==> src/rtl/down_counter_timer_pkg.sv <==
// Shared constants and state type for the down_counter_timer block.
package down_counter_timer_pkg;

   localparam int DCT_WIDTH_DEFAULT = 8;

   typedef enum logic {
      ST_IDLE = 1'b0,
      ST_RUN  = 1'b1
   } dct_state_e;

endpackage : down_counter_timer_pkg

==> src/rtl/down_counter_timer.sv <==
// Loadable down-counter timer with a terminal-count pulse and IDLE/RUN sequencing.
// Define DOWN_COUNTER_TIMER_AUTORELOAD_EN to make the count reload on expiry instead of stopping.
//
// state | meaning
// IDLE  | stopped; ena ignored, result held (0 after reset or expiry)
// RUN   | counting down on each ena=1 edge; expiry at result==1
module down_counter_timer
   import down_counter_timer_pkg::*;
#(
   parameter int WIDTH = DCT_WIDTH_DEFAULT
) (
   input  logic             clk,
   input  logic             reset,
   input  logic             ena,
   input  logic             load,
   input  logic [WIDTH-1:0] load_val,
   output logic [WIDTH-1:0] result,
   output logic             busy,
   output logic             tc
);

   dct_state_e       state_q, state_d;
   logic [WIDTH-1:0] count_q, count_d;
   logic [WIDTH-1:0] reload_q, reload_d;
   logic             busy_q, busy_d;
   logic             tc_q, tc_d;

   always_ff @(posedge clk or posedge reset) begin
      if (reset) begin
         state_q  <= ST_IDLE;
         count_q  <= '0;
         reload_q <= '0;
         busy_q   <= 1'b0;
         tc_q     <= 1'b0;
      end else begin
         state_q  <= state_d;
         count_q  <= count_d;
         reload_q <= reload_d;
         busy_q   <= busy_d;
         tc_q     <= tc_d;
      end
   end

   always_comb begin
      state_d  = state_q;
      count_d  = count_q;
      reload_d = reload_q;
      tc_d     = 1'b0;

      if (load) begin
         // Load wins over a same-cycle expiry, so no tc is generated.
         count_d  = load_val;
         reload_d = load_val;
         state_d  = (load_val != '0) ? ST_RUN : ST_IDLE;
      end else if (state_q == ST_RUN && ena) begin
         if (count_q > WIDTH'(1)) begin
            count_d = count_q - WIDTH'(1);
         end else if (count_q == WIDTH'(1)) begin
            tc_d = 1'b1;
`ifdef DOWN_COUNTER_TIMER_AUTORELOAD_EN
            count_d = reload_q;
            state_d = ST_RUN;
`else
            count_d = '0;
            state_d = ST_IDLE;
`endif
         end else begin
            // Zero count in RUN is unreachable; fall back to IDLE rather than wrap.
            count_d = '0;
            state_d = ST_IDLE;
         end
      end

      busy_d = (state_d == ST_RUN);
   end

   assign result = count_q;
   assign busy   = busy_q;
   assign tc     = tc_q;

endmodule : down_counter_timer

==> config.mk <==
export PLATFORM = sky130hd
export DESIGN_NAME = down_counter_timer
export DESIGN_NICKNAME = d
export VERILOG_FILES = /design/src/rtl/down_counter_timer_pkg.sv /design/src/rtl/down_counter_timer.sv
export SDC_FILE = /design/constraint.sdc
export NUM_CORES = 1
export LEC_CHECK = 0
export CAP_MARGIN = 30
export CORE_AREA = 2 2 45 47
export DETAILED_ROUTE_END_ITERATION = 8
export DIE_AREA = 0 0 47 49
export HOLD_SLACK_MARGIN = 0.06
export PLACE_DENSITY = 0.79
export SETUP_SLACK_MARGIN = 0.1
export SYNTH_ARGS = -nofsm -noshare
export SYNTH_HDL_FRONTEND = slang
export SYNTH_SLANG_ARGS = --single-unit
==> constraint.sdc <==
create_clock -name clk -period 1.65 [get_ports clk]
set_clock_uncertainty 0.15 [all_clocks]
set_input_delay 0.2475 -clock clk [delete_from_list [all_inputs] [get_ports clk]]
set_output_delay 0.2475 -clock clk [all_outputs]
set_load 0.02 [all_outputs]
# After elaboration in Yosys (flattened, before gate mapping)
# Index checks and enable logic that the tools add are counted.
# word_totals
latchBits	0
reg_bits	10
mem_bits_rw	0
mem_count	0
wordCells	22
output_inout_bits	10
mem_bits_ro	0
# classes
eq_ne	2
n_mux	11
n_lt_le_gt_ge	1
add_sub_neg	1
n_shift	0
div	0
n_reduce_logical	4
n_bitwise	0
multipliers	0
# op_table
operator	count
$mux W8	3
$eq A8 B1 Y1 const B	1
$gt A8 B1 Y1 const B	1
$mux W1	8
$reduce_bool A8 Y1	1
$sub A8 B1 Y8 const B	1
$ne A2 B2 Y1 const B	1
$reduce_and A2 Y1	1
$reduce_bool A2 Y1	1
$logic_and A1 B1 Y1	1

# Depth between registers and ports, before layout
# depth
ltp_word	5
mapped_depth	6
ltp_nobuf	6

# Worst setup path after synthesis
# OpenSTA, ideal clock, no wires.
# synth_timing
path_kind	register to register
from	reg count_q[0], in the netlist result[0]
to	reg count_q[6], in the netlist result[6]
setup_time_ns	0.116
required_time_ns	1.384
path_buffers	0
arrival_ns	1.549
slack_ns	-0.165
path_stages_with_launch	7
path_cell_list	dfrtp_1 -> inv_1 -> ha_1 -> or2_4 -> nand3_1 -> a21oi_1 -> o311ai_0
# synth_via
elab_chain_len	4
# synth_rtl
element	line	text
from (decl)	down_counter_timer.sv:23	logic [WIDTH-1:0] count_q, count_d;
from (signal assigned)	down_counter_timer.sv:37	count_q <= count_d;
$sub A8 B1 Y8 or $gt A8 B1 Y1 (tied branches)	down_counter_timer.sv:57, down_counter_timer.sv:56	
$mux W8 (*)	down_counter_timer.sv:56	if (count_q > WIDTH'(1)) begin
$mux W8 (*)	down_counter_timer.sv:55	end else if (state_q == ST_RUN && ena) begin
$mux W8 (*)	down_counter_timer.sv:50	if (load) begin
# Every way passes the cells marked *; elsewhere a longest branch is shown, timed or not. The select of a mux whose other input is x is not followed.
# A chain may end at the register's enable or synchronous reset.

# Worst setup path after layout
# layout_timing
from	reg count_q[1], in the netlist result[1]
to	reg count_q[5], in the netlist result[5]
# Same word-level chain as after synthesis.

==> metrics.md <==
| Metric | Value |
|---|---|
| Run status | `complete, but fails checks` |
| Failing checks | `setup timing` |
| Hold_ws | `0.1197 ns` |
| Fillers | `163` |
| Io pins | `22` |
| First-pass GRT wire length | `3657 um` |
| Cell Count Post-Placement | `138` |
| CTS H-tree depth | `1` |
| Max-slew headroom | `0.7149` |
| DRC | `0` |
| Yosys cell types | `27` |
| Worst setup SP type | `register` |
| DR WL/cell | `17.13 um` |
| Post-synth net total | `93` |
| WP buf/inv | `1` |
| Post-DP Area | `0.001011 mm^2` |
| Initial DRC Count | `30` |
| Hold Buf Count CTS | `0` |
| Initial Utilization | `0.3573` |
| Routed wire length | `between 2000 and 2500 um` |
| Final core occ | `0.6236` |
| CP Capture Type | `register` |
| Minimum clock period after layout | `1.747 ns` |
| Worst Tran Pin Value | `0.4271 ns` |
| RSZ-0062 raised after global routing | `yes` |
| Setup ws final | `-0.09735 ns` |
| Share of layout cells above drive strength 1 | `0.4407` |
| Die X | `around 47 um` |
| Worst path top cell family by delay | `compound AO/OA/AOI/OAI gates` |
| Critical-path cell list | `inv_1 -> ha_4 -> or2_4 -> a311oi_4 -> a22oi_1 -> o21ai_1` |
| ANT nets after route | `0` |
| CP required | `~1.7 ns` |
| Nets | `133` |
| Gate Count Post-Synth | `79` |
| Count of input and output buffers | `21` |
| CTS tree | `done` |
| Arr. time, crit path | `between 1.5 and 2 ns` |
| Post-synthesis sequential area ratio | `0.3802` |
| Pleak | `0.4493 nW` |
| Via-to-Cell Ratio | `5.628` |
| Via count | `about 800` |
| Synthesized area | `658.1 um^2` |
| Max-slew violation count | `0` |
| Max-cap violation count | `0` |
| P&R area growth vs syn | `74.52%` |
| 1st-pass router iterations | `4` |
| Die Span Y | `49 um` |
| Clk Latency, worst-skew pair | `0.27 ns` |
| Global route total overflow | `0` |
| Ant diodes | `0` |
| Full die area | `between 0.002 and 0.0025 mm^2` |
| Pre-CTS setup slack | `-0.2361 ns` |
| Syn avg cell area | `8.331 um^2` |
| Hold Vio Cnt, Final | `0` |
| Final TNS setup | `-0.1572 ns` |
| Vias in the first global route | `765` |
| Prevailing post-synth register cell | `dfrtp_1` |
| Post-synth EDFFs | `0` |
| CTS Buffer Depth | `2` |
| Period utilization | `1.059` |
| Antenna violations before repair | `0` |
| Pwr Total | `0.8477 mW` |
| CP max stage delay | `roughly 0.38 ns` |
| Max Fclk | `572.3 MHz` |
| CTS Sinks | `10` |
| Count of state elements after synthesis | `10` |
| Largest net degree at the start of global routing | `21` |
| Non-Filler Instances | `roughly 150` |
| Synth warn | `0` |
| Hold crit path type | `in2async` |
| Met2 usage | `0.3630` |
| Grt peak-use layer | `met2` |
| PD cells | `738.0 mW/mm^2` |
| Core Footprint | `between 0.0015 and 0.002 mm^2` |
| Met3 usage | `0.04444` |
| Final Setup Violations | `3` |
| Asr flop ratio synth | `1.000` |
| Crit Path Class | `reg2reg` |
| Total GRT Usage | `0.2233` |
| DP HPWL | `about 1600 um` |
| Crit Path Max Fanout | `4` |
| Clk root buf | `clkbuf_4` |
| Fin area | `~0.0011 mm^2` |
| Routability cong. | `0.8508` |
| # rows | `16` |
| Worst-path clk slew | `about 0.070 ns` |
| Peak supply drop | `0.4023 mV` |
| Num CTS Buffers | `3` |
| Worst path slowest cell | `dfrtp_2` |
| Grt met1 use | `0.2650` |
==> flip-flops by register name (all words and copies together) (netlist names) <==
register,flops
result,8
busy,1
tc,1
==> synth_stat cells (2+ instances only) <==
cell | count | area [um^2]
nand3_1 | 3 | 15.01
o21ai_1 | 4 | 20.02
inv_1 | 7 | 26.28
nor2_1 | 4 | 15.01
dfrtp_1 | 10 | 250.2
nor4_1 | 3 | 18.77
ha_1 | 2 | 25.02
a21oi_1 | 8 | 40.04
nand2_1 | 10 | 37.54
o21ai_0 | 4 | 20.02
a22oi_1 | 3 | 22.52
or4_1 | 3 | 22.52
clkbuf_1 | 3 | 11.26
nor2b_1 | 2 | 12.51
==> kinds of logic (layout without fill, tap and decap cells) <==
kind of cell / count (synthesis) / in the layout / synth area share
compound gates: 25 / 25 / 0.2377
simple gates: 32 / 32 / 0.2871
buf+inv: 10 / 49 / 0.05704
flops: 10 / 10 / 0.3802
fa+ha+maj: 2 / 2 / 0.03802
==> per-layer routing <==
metal	wire length, um	part of all wire	vias to the layer above
met2	1243	0.50	51
met3	155	0.062	15
met4	104	0.042	0
li1	-	-	372
met1	980	0.39	378
met5	0	0	-
==> report_power, final <==
part | internal [mW] | switching, mW | leakage (nW)
registers | 0.271 | 0.0352 | 0.113
logic | 0.163 | 0.195 | 0.321
clock network | 0.0936 | 0.0903 | 0.0150
total | 0.527 | 0.321 | 0.449
==> path summary, 6_finish.rpt <==
check / start / endpoint / slack [ns] / cells after the start
hold / removal: reset / busy / 0.12 / 2
setup reg to reg: result[1] / result[5] / -0.1 / 6
setup / recovery: result[1] / result[5] / -0.1 / 6
min in group clk: load_val[2] / result[2] / 0.41 / 3
hold reg to reg: busy / busy / 0.45 / 2
max in group asynchronous: reset / result[0] / 0.90 / 2
==> cell type report <==
| class | count | area [um^2] | share of cell area |
|---|---|---|---|
| inverters | 7 | 26.28 | 0.02288 |
| repair buffers | 38 | 314.1 | 0.2734 |
| well taps | 27 | 33.78 | 0.02941 |
| multi-input cells | 59 | 490.5 | 0.4270 |
| clock buffers | 4 | 26.28 | 0.02288 |
| flip-flops and latches | 10 | 257.7 | 0.2244 |
==> repair_timing <==
item | CTS | global route
cloned | 0 | 0
setup buffers | 1 | 2
hold endpoints to repair | 0 | 0
resized for setup | 24 | 20
pin swaps | 3 | 6
endpoints found under the setup margin | 19 | 14
==> layout by cell type, fill, tap and decap left out, drive strengths merged <==
master / synthesis / routed
or4: 5 / 5
clkbuf: 3 / 9
buf: 0 / 17
nand2b: 1 / 1
a31oi: 1 / 1
clkdlybuf4s50: 0 / 11
nor3: 1 / 1
or2: 2 / 2
nand2: 10 / 10
a311oi: 2 / 2
nor2: 4 / 4
nor2b: 2 / 2
a21oi: 8 / 8
dlygate4sd2: 0 / 5
a211oi: 1 / 1
a22oi: 3 / 3
o21ai: 8 / 8
dfrtp: 10 / 10
ha: 2 / 2
o311ai: 1 / 1
inv: 7 / 7
nand3: 3 / 3
nor4: 4 / 4
o31ai: 1 / 1
(Power assumes the default switching activity.)
